===== src/rtl/led_pkg.sv =====
// led_pkg: shared types and constants for the front-panel status LED arbiter.
// Holds the display mode encoding, counter widths and the ms divisor helper.
package led_pkg;

    typedef enum logic [2:0] {
        MODE_OFF  = 3'd0,
        MODE_ON   = 3'd1,
        MODE_SLOW = 3'd2,
        MODE_FAST = 3'd3,
        MODE_VARY = 3'd4
    } led_mode_t;

    localparam int PRESCALE_W = 25;
    localparam int HOLD_W     = 16;

    // Clock cycles per millisecond; the result must be at least 2.
    function automatic logic [PRESCALE_W-1:0] MS_DIV(input int clock_speed);
        int div;
        div = clock_speed / 1000;
        return div[PRESCALE_W-1:0];
    endfunction

endpackage


===== src/rtl/led_stretch.sv =====
// led_stretch: retriggerable millisecond hold timer for single-cycle events.
// Ports: clock, reset_n (async low), tick_ms, trig (pulse), active (count != 0).
module led_stretch #(
    parameter int HOLD_MS = 50
) (
    input  logic clock,
    input  logic reset_n,
    input  logic tick_ms,
    input  logic trig,
    output logic active
);
    import led_pkg::*;

    localparam logic [HOLD_W-1:0] HOLD_LOAD = HOLD_W'(HOLD_MS);
    localparam logic [HOLD_W-1:0] HOLD_ONE  = HOLD_W'(1);

    logic [HOLD_W-1:0] count;

    // A trigger always reloads the full hold, even if a tick lands on the
    // same cycle, so the event is visible for HOLD-1 to HOLD ms.
    always_ff @(posedge clock or negedge reset_n) begin
        if (!reset_n) begin
            count <= '0;
        end else if (trig) begin
            count <= HOLD_LOAD;
        end else if (tick_ms && (count != '0)) begin
            count <= count - HOLD_ONE;
        end
    end

    assign active = (count != '0);

endmodule


===== src/rtl/led_status_arbiter.sv =====
// led_status_arbiter: maps board status to one LED mode with dwell control.
// Ports: clock, reset_n, link_up, dhcp_busy, dhcp_fail, tx, activity, overload
// in; on, slow_flash, fast_flash, vary out (registered, at most one high).
module led_status_arbiter #(
    parameter int CLOCK_SPEED  = 25_000_000,
    parameter int ACT_HOLD_MS  = 50,
    parameter int OVL_HOLD_MS  = 500,
    parameter int MIN_DWELL_MS = 100
) (
    input  logic clock,
    input  logic reset_n,
    input  logic link_up,
    input  logic dhcp_busy,
    input  logic dhcp_fail,
    input  logic tx,
    input  logic activity,
    input  logic overload,
    output logic on,
    output logic slow_flash,
    output logic fast_flash,
    output logic vary
);
    import led_pkg::*;

    localparam logic [PRESCALE_W-1:0] PRE_ONE  = PRESCALE_W'(1);
    localparam logic [PRESCALE_W-1:0] PRE_LAST = MS_DIV(CLOCK_SPEED) - PRE_ONE;
    localparam logic [HOLD_W-1:0]     DWELL_LOAD = HOLD_W'(MIN_DWELL_MS);
    localparam logic [HOLD_W-1:0]     DWELL_ONE  = HOLD_W'(1);

    logic [PRESCALE_W-1:0] prescale;
    logic                  tick_ms;
    logic                  act_active;
    logic                  ovl_active;
    led_mode_t             req_mode;
    led_mode_t             cur_mode;
    logic [HOLD_W-1:0]     dwell;

    // Millisecond prescaler; tick_ms marks the terminal count.
    assign tick_ms = (prescale == PRE_LAST);

    always_ff @(posedge clock or negedge reset_n) begin
        if (!reset_n) begin
            prescale <= '0;
        end else if (tick_ms) begin
            prescale <= '0;
        end else begin
            prescale <= prescale + PRE_ONE;
        end
    end

    led_stretch #(
        .HOLD_MS (ACT_HOLD_MS)
    ) u_act (
        .clock   (clock),
        .reset_n (reset_n),
        .tick_ms (tick_ms),
        .trig    (activity),
        .active  (act_active)
    );

    led_stretch #(
        .HOLD_MS (OVL_HOLD_MS)
    ) u_ovl (
        .clock   (clock),
        .reset_n (reset_n),
        .tick_ms (tick_ms),
        .trig    (overload),
        .active  (ovl_active)
    );

    // Fixed priority: overload beats a keyed transmitter, DHCP trouble
    // beats packet activity, and the link level is the background state.
    always_comb begin
        req_mode = MODE_OFF;
        priority case (1'b1)
            ovl_active: req_mode = MODE_FAST;
            tx:         req_mode = MODE_ON;
            dhcp_fail:  req_mode = MODE_VARY;
            dhcp_busy:  req_mode = MODE_SLOW;
            act_active: req_mode = MODE_ON;
            link_up:    req_mode = MODE_SLOW;
            default:    req_mode = MODE_OFF;
        endcase
    end

    // Dwell FSM: a mode change is only taken once dwell has run out; the
    // request is sampled live, so whatever is asked for then wins.
    // The output register decodes the previous cycle's committed mode.
    always_ff @(posedge clock or negedge reset_n) begin
        if (!reset_n) begin
            cur_mode   <= MODE_OFF;
            dwell      <= '0;
            on         <= 1'b0;
            slow_flash <= 1'b0;
            fast_flash <= 1'b0;
            vary       <= 1'b0;
        end else begin
            if ((req_mode != cur_mode) && (dwell == '0)) begin
                cur_mode <= req_mode;
                dwell    <= DWELL_LOAD;
            end else if (tick_ms && (dwell != '0)) begin
                dwell <= dwell - DWELL_ONE;
            end
            on         <= (cur_mode == MODE_ON);
            slow_flash <= (cur_mode == MODE_SLOW);
            fast_flash <= (cur_mode == MODE_FAST);
            vary       <= (cur_mode == MODE_VARY);
        end
    end

endmodule


===== config.mk =====
export PLATFORM = sky130hd
export DESIGN_NAME = led_status_arbiter
export DESIGN_NICKNAME = d
export VERILOG_FILES = /design/src/rtl/led_pkg.sv /design/src/rtl/led_stretch.sv /design/src/rtl/led_status_arbiter.sv
export SDC_FILE = /design/constraint.sdc
export NUM_CORES = 1
export LEC_CHECK = 0
export ABC_CLOCK_PERIOD_IN_PS = 4600
export CELL_PAD_IN_SITES_DETAIL_PLACEMENT = 0
export CELL_PAD_IN_SITES_GLOBAL_PLACEMENT = 1
export CORE_ASPECT_RATIO = 0.9
export CORE_MARGIN = 5
export CORE_UTILIZATION = 52
export DETAILED_ROUTE_END_ITERATION = 10
export PLACE_DENSITY_LB_ADDON = 0.12
export SLEW_MARGIN = 20
export SYNTH_ARGS = -nofsm -noshare
export SYNTH_HDL_FRONTEND = slang
export SYNTH_SLANG_ARGS = --single-unit

===== constraint.sdc =====
create_clock -name clock -period 4.6 [get_ports clock]
set_input_delay 0.92 -clock clock [delete_from_list [all_inputs] [get_ports clock]]
set_output_delay 0.92 -clock clock [all_outputs]
set_load 0.005 [all_outputs]

---- Word-level counts from Yosys, hierarchy flattened ----
Index checks and enable logic that the tools add are counted.
word-level totals
  bits in registers ....................... 80
  output and inout port bits .............. 4
  logic and storage cells ................. 43
cells by class
  add/subtract/negate cells ............... 4
  equal/unequal tests ..................... 6
  multiplexer cells ....................... 13
  reduce and logical (&&, ||, !) cells .... 11
operators by type and width
  operator                 number
  $mux W16                 6
  $reduce_bool A16 Y1      3
  $sub A16 B1 Y16 const B  3
  $add A25 B1 Y25 const B  1
  $eq A25 B15 Y1 const B   1
  $mux W25                 1
  $logic_not A16 Y1        1
  $mux W3                  4
  $eq A3 B2 Y1 const B     2
  $reduce_bool A2 Y1       3
  $logic_and A1 B1 Y1      4
  $mux W2                  2
  $eq A3 B1 Y1 const B     1
  $eq A3 B3 Y1 const B     1
  $ne A3 B3 Y1             1

---- Logic depth before layout (Yosys ltp) ----
Gate-level depths: netlist of run 1.
  depth in word-level cells ............... 9
  gate-level depth with buffers ........... 9
  depth with buffers taken out ............ 9

---- By module ----
Synthesis of run 1 repeated with hierarchy kept, for this count alone.
unflattened totals
  cells, all modules ...................... 416
  area total of the unflattened synthesis .. 4,234.1 µm²
by module, submodules not included
  module               times used  cells an instance  area an instance (µm²)  seq. area each (µm²)
  led_status_arbiter   1           220                2,376.0                 1,201.2
  led_stretch (u_ovl)  1           98                 937.1                   400.4
  led_stretch (u_act)  1           98                 920.9                   400.4

---- Worst setup path after synthesis of run 1 ----
OpenSTA, ideal clock, no wires.
  path type ............................... flip-flop to flip-flop
  start ................................... register dwell[0]
  end ..................................... register cur_mode[0]
  data arrival time ....................... 2.465 ns
  data required time ...................... 4.472 ns
  slack ................................... 2.008 ns
  cell stages (with the launch flop) ...... 8
  path buffers ............................ 0
  period minus slack after synthesis ...... 2.592 ns
  path through ............................ dfrtp_1 > inv_1 > ha_1 > or3b_2 > or3_2 > or4_4 > nor2_4 > mux2_1
between the ends
  cells in the longest elaborated chain, start to end .. 2
RTL lines
  what                    RTL line                   RTL
  from (decl)             led_status_arbiter.sv:36   logic [HOLD_W-1:0] dwell;
  from (signal assigned)  led_status_arbiter.sv:102  dwell <= dwell - DWELL_ONE;
  $logic_not A16 Y1       led_status_arbiter.sv:98   if ((req_mode != cur_mode) && (dwell == '0)) begin
  $logic_and A1 B1 Y1     led_status_arbiter.sv:98
  to (signal assigned)    led_status_arbiter.sv:99   cur_mode <= req_mode;
  to (decl)               led_status_arbiter.sv:35   led_mode_t cur_mode;
No other way between the ends.
A chain may end at the register's enable or synchronous reset.

---- Final worst setup path of run 1 ----
  start ................................... register dwell[0]
  end ..................................... register dwell[6]
between the ends
  cells in the longest elaborated chain, start to end .. 3
  elaborated cells on any way between the ends .. 8
  classes of those cells .................. add/sub (1); mux (2); reduce/logical (5)
RTL lines
  what                                                   RTL line                   RTL
  $sub A16 B1 Y16 (tied with other cells)                led_status_arbiter.sv:102
  $mux W16 (tied with other cells)                       led_status_arbiter.sv:101  end else if (tick_ms && (dwell != '0)) begin
  $mux W16 / $reduce_bool A2 Y1 (equally long branches)  n/a
Parallel ways exist; a longest one is shown, timed or not. The select of a mux whose other input is x is not followed.

==> results of run 1 <==
## synth_stat cells (all sizes together), types with 3 or more instances
| cell type | number | area [um^2] |
|---|---|---|
| nor2 | 59 | 229 |
| ha | 6 | 75.1 |
| xor2 | 31 | 279 |
| buf | 4 | 25.0 |
| nor2b | 3 | 18.8 |
| nand2b | 7 | 43.8 |
| and2 | 5 | 31.3 |
| dfrtp | 80 | 2000 |
| or3 | 6 | 43.8 |
| nand3 | 20 | 105 |
| and4 | 6 | 52.6 |
| o211ai | 3 | 22.5 |
| nor3 | 18 | 101 |
| nand2 | 34 | 135 |
| a31oi | 3 | 33.8 |
| o21ai | 9 | 45.0 |
| xnor2 | 30 | 263 |
| clkbuf | 3 | 11.3 |
| nor4b | 5 | 43.8 |
| nand4 | 9 | 56.3 |
| or4 | 4 | 38.8 |
| nand3b | 4 | 30.0 |
| nor4 | 16 | 113 |
| inv | 10 | 37.5 |
| and3 | 5 | 31.3 |
## cell families after synthesis
group | after synthesis | synth area share, %
XOR/XNOR | 61 | 13.5
AO/OA/AOI/OAI | 24 | 4.10
flip-flops | 80 | 49.7
adder cells (fa/ha/maj) | 6 | 1.87
buffers and inverters | 17 | 1.83
multiplexers | 3 | 0.777
AND/OR/NAND/NOR | 209 | 28.2
## power breakdown
group	internal, mW	switching (mW)	total, mW
logic	0.00712	0.0194	0.0265
registers	0.703	0.000000000000000457	0.703
clock network	0.322	0.258	0.580
## stage by stage
| step | setup slack [ps] | cells | hold slack [ps] | area, um^2 |
|---|---|---|---|---|
| floorplan | 2010 | 400 | 433 | 4030 |
| global placement | 1590 | 500 | 454 | 4220 |
| detailed placement | 1510 | 500 | 458 | 4220 |
| CTS | 1770 | 516 | 470 | 4450 |
| global route | 1600 | 516 | 486 | 4450 |
| finish | 1780 | 516 | 467 | 4450 |
## cell usage in the layout, fill, tap and decap left out, types with 6 or more instances in the layout
master / n
dfrtp_1: 80
clkdlybuf4s50_1: 10
inv_1: 10
o21ai_0: 7
and4_1: 6
nor2_1: 58
nor3_1: 17
clkbuf_8: 10
nor4_1: 14
nand2b_1: 7
nand2_1: 33
ha_1: 6
xnor2_1: 30
nand4_1: 9
nand3_1: 19
xor2_1: 30
## state kept, by name, summed over array words and instances (netlist names)
signal / count
cur_mode: 3
dwell: 16
fast_flash: 1
on: 1
prescale: 25
slow_flash: 1
u_act.count: 16
u_ovl.count: 16
vary: 1
## final timing paths
check                      slack [ps]      endpoint
setup / recovery                 1780      dwell[6]
hold reg to reg                   470   prescale[0]
min in group asynchronous         580  prescale[20]
hold / removal                    470   prescale[0]
max in group asynchronous        3520     dwell[14]
setup reg to reg                 1780      dwell[6]
## critical path, cell delays in order, from the launching register on
cell     delay (ps)
dfrtp_1         430
inv_1            80
ha_1            170
or3b_2          480
or3_2           490
or4_4           560
nand2_4         170
nor2_1           70
xnor2_1         160
o21ai_0         100
## layer usage
layer  vias up  wire length, um  global-route usage, %
met3         2              286                   4.85
met5         -                0                      0
met1      1369             3880                   25.4
met2        42             3170                   25.3
met4         0               36                   5.18
li1       1422                -                      -
## area by class of cell
| cell class | count | area, um^2 | area share (%) |
|---|---|---|---|
| timing repair buffer | 11 | 111 | 2.50 |
| multi-input combinational | 303 | 1950 | 43.8 |
| sequential | 80 | 2000 | 45.0 |
| clock inverter | 6 | 92.6 | 2.08 |
| clock buffer | 10 | 138 | 3.09 |
| inverter | 10 | 37.5 | 0.843 |
| tap | 96 | 120 | 2.70 |
==> impl_metrics.env, run 1 <==
export IMPL_cts_hold_buffers=0
export IMPL_num_vias=2835
export IMPL_fill_cells=663
export IMPL_fin_util_pct=59.0
export IMPL_tightest_slew_ps=787
export IMPL_n_antenna_cell=0
export IMPL_min_from="prescale[0]"
export IMPL_drive_above_1_share_pct=7.86
export IMPL_detail_route_antenna_nets=0
export IMPL_root_buffer="clkbuf_8"
export IMPL_required_ps=4830
export IMPL_synthFlopType="dfrtp_1"
export IMPL_grt_pass1_wl_mm=13.1
export IMPL_fin_nets=429
export IMPL_hold_class="reg2reg"
export IMPL_yosysUniqueCellTypes=54
export IMPL_fin_worst_skew_ps=13.6
export IMPL_fin_crit_ps=2820
export IMPL_cts_buffers_inserted=9
export IMPL_first_global_vias=2754
export IMPL_max_freq_ghz=0.354
export IMPL_worstSetupStartpointType="flip-flop"
export IMPL_setup_viol=0
export IMPL_syn_area_um2=4030
export IMPL_arrival_ps=3050
export IMPL_avgSynthCellArea_um2=10.1
export IMPL_status="complete, no violations"
export IMPL_synth_nets=414
export IMPL_ir_drop_v=0.000163
export IMPL_routed_wl_mm=7.37
export IMPL_grt_overflow=0
export IMPL_gp_congestion=0.783
export IMPL_holdPathStages=1
export IMPL_ys_ff_latch=80
export IMPL_dieArea_um2=9600
export IMPL_tns_ps=0
export IMPL_hpwlAfterDp_mm=5.11
export IMPL_hold_violations=0
export IMPL_power_leakage_nw=1.83
export IMPL_grt_total_usage_pct=17.4
export IMPL_postCtsSetupBuffers=0
export IMPL_ys_seq_area_share_pct=49.7
export IMPL_cts_tree="done"
export IMPL_ctsHtreeMaxLevel=3
export IMPL_slew_headroom_pct=47.4
export IMPL_critPathCaptureType="flip-flop"
export IMPL_finalPower_mw=1.31
export IMPL_core_um2=7540
export IMPL_port_buffers=11
export IMPL_clockBufferDepth=2
export IMPL_antenna_found_initial=0
export IMPL_path_max_fanout=12
export IMPL_cts_sinks=80
export IMPL_synthCells=400
export IMPL_drc=0
export IMPL_rsz0062_at_grt="false"
export IMPL_p_per_area_nw_per_um2=294
export IMPL_synth_edf_count=0
export IMPL_r2r_start="dwell[0]"
export IMPL_dieHeight_um=93.5
export IMPL_cts_resized=0
export IMPL_criticalPathCategory="reg2reg"
export IMPL_yosys_warnings=0
export IMPL_num_io_pins=12
export IMPL_grt_max_degree=81
export IMPL_die_w_um=103
export IMPL_initialDrtViolationCount=83
export IMPL_async_reset_ff_share_pct=100
export IMPL_worstSetupStartpoint="dwell[0]"
export IMPL_syn2layout_area_growth_pct=10.6
export IMPL_post_route_period_util_pct=61.3
export IMPL_first_pass_iters=4
export IMPL_drv_cap=0
export IMPL_r2r_cells=9
export IMPL_clkTransAtPathRegs_ps=90
export IMPL_rows=30
export IMPL_slew_violations=0
export IMPL_via_per_inst=5.49
export IMPL_initial_core_util_pct=53.3
export IMPL_clk_latency_ps=350
export IMPL_wl_per_cell_um=14.3
Power figures use the tool's default switching activity.
==> inputs of run 2 (changes only) <==
--- a/config.mk
+++ b/config.mk
@@ -5,12 +5,12 @@
 export SDC_FILE = /design/constraint.sdc
 export NUM_CORES = 1
 export LEC_CHECK = 0
-export ABC_CLOCK_PERIOD_IN_PS = 4600
+export ABC_CLOCK_PERIOD_IN_PS = 2800
 export CELL_PAD_IN_SITES_DETAIL_PLACEMENT = 0
 export CELL_PAD_IN_SITES_GLOBAL_PLACEMENT = 1
 export CORE_ASPECT_RATIO = 0.9
 export CORE_MARGIN = 5
-export CORE_UTILIZATION = 52
+export CORE_UTILIZATION = 49
 export DETAILED_ROUTE_END_ITERATION = 10
 export PLACE_DENSITY_LB_ADDON = 0.12
 export SLEW_MARGIN = 20
==> constraint.sdc (replaced) <==
create_clock -name clock -period 2.8 [get_ports clock]
set_input_delay 0.56 -clock clock [delete_from_list [all_inputs] [get_ports clock]]
set_output_delay 0.56 -clock clock [all_outputs]
set_load 0.005 [all_outputs]
==> impl_metrics.env, run 2 (synthesis gave the netlist of run 1 again) <==
export IMPL_status="complete, no violations"
export IMPL_fin_nets=441
export IMPL_hold_violations=0
export IMPL_gp_congestion=0.773
export IMPL_largest_register="prescale"
export IMPL_slew_headroom_pct=56.7
export IMPL_final_cell_mix="dfrtp_1 (79), nor2_1 (58), nand2_1 (33)"
export IMPL_tns_ps=0
export IMPL_required_ps=3030
export IMPL_via_per_inst=5.43
export IMPL_drc=0
export IMPL_grt_max_degree=51
export IMPL_wl_per_cell_um=14.2
export IMPL_power_leakage_nw=1.88
export IMPL_initialDrtViolationCount=50
export IMPL_num_io_pins=12
export IMPL_ctsHtreeMaxLevel=3
export IMPL_core_um2=8030
export IMPL_grt_pass1_wl_mm=13.7
export IMPL_routed_wl_mm=7.55
export IMPL_ir_drop_v=0.000264
export IMPL_path_max_fanout=5
export IMPL_antenna_found_initial=0
export IMPL_largest_reg_flops=25
export IMPL_root_buffer="clkbuf_8"
export IMPL_drv_cap=0
export IMPL_arrival_ps=2910
export IMPL_postCtsSetupBuffers=0
export IMPL_initial_core_util_pct=50.1
export IMPL_rsz0062_at_grt="false"
export IMPL_grt_overflow=0
export IMPL_criticalPathCategory="reg2reg"
export IMPL_fin_crit_ps=2680
export IMPL_critPathCaptureType="flip-flop"
export IMPL_grt_total_usage_pct=16.8
export IMPL_max_freq_ghz=0.373
export IMPL_hpwlAfterDp_mm=5.38
export IMPL_fin_worst_skew_ps=13.3
export IMPL_port_buffers=11
export IMPL_worstSetupStartpointType="flip-flop"
export IMPL_final_common_cell="dfrtp_1"
export IMPL_fill_cells=746
export IMPL_p_per_area_nw_per_um2=454
export IMPL_first_global_vias=2915
export IMPL_preCtsSetupSlack_ps=143
export IMPL_dieArea_um2=10100
export IMPL_drive_above_1_share_pct=10.4
export IMPL_tightest_slew_ps=649
export IMPL_syn2layout_area_growth_pct=12.3
export IMPL_post_route_period_util_pct=95.7
export IMPL_slew_violations=0
export IMPL_detail_route_antenna_nets=0
export IMPL_cts_sinks=80
export IMPL_dieHeight_um=96.0
export IMPL_clk_latency_ps=350
export IMPL_clkTransAtPathRegs_ps=90
export IMPL_clockBufferDepth=2
export IMPL_die_w_um=106
export IMPL_hold_class="in2async"
export IMPL_finalWorstSetupSlack_ps=119
export IMPL_first_pass_iters=5
export IMPL_setup_viol=0
export IMPL_cts_buffers_inserted=9
export IMPL_cts_tree="done"
export IMPL_num_vias=2881
export IMPL_n_antenna_cell=0
export IMPL_rows=31
==> run 2: through the flow <==
stage	utilization, %	std cells	power [mW]	hold slack, ps	area [um^2]
final	56.3	531	2.05	234	4520
after CTS	56.3	531	2.09	249	4520
after floorplan	-	400	1.19	264	4030
after global routing	56.3	531	2.15	269	4520
after detailed placement	53.8	515	1.23	467	4320
after global placement	53.8	515	1.23	455	4320
==> run 2: power by group <==
| part | switching, mW | internal (mW) |
|---|---|---|
| clock | 0.434 | 0.417 |
| combinational | 0.0333 | 0.0158 |
| sequential | 0.000000000000000746 | 1.15 |
==> run 2: layout make-up <==
cell class                 instances  area (um^2)  share of cell area [%]
sequential                        80         2000                    44.3
multi-input combinational        303         1950                    43.1
timing repair buffer              23          210                    4.65
clock buffer                      10          128                    2.82
tap                               99          124                    2.74
clock inverter                     6         68.8                    1.52
inverter                          10         37.5                   0.830
==> run 2: repair_timing <==
| item | CTS | global route |
|---|---|---|
| resized for setup | 0 | 1 |
| endpoints found under the setup margin | 0 | 3 |
| hold buffers | 0 | 0 |
==> run 2: worst paths after layout <==
check                                from              to  slack, ps  depth (start not counted)
worst max-delay path             dwell[0]     cur_mode[0]        120                          7
worst min-delay path              reset_n    prescale[24]        230                          1
worst max register to register   dwell[0]     cur_mode[0]        120                          7
worst min register to register  dwell[11]       dwell[11]        480                          1
max in group asynchronous         reset_n  u_ovl.count[3]       1970                          2
min in group clock              dwell[11]       dwell[11]        480                          1
==> run 2: critical path: stages (launching register included) <==
cell and delay, ps:
dfrtp_2 440, inv_1 60, ha_1 170, or3b_2 470, or3_2 440, or4_4 490, nor2_4 160, mux2_1 320
==> run 2: routing by layer <==
layer	part of all wire, %	GRT usage, %
met5	0	0
met4	0.95	3.88
met3	3.1	4.56
met2	43	26.1
met1	53	23.8
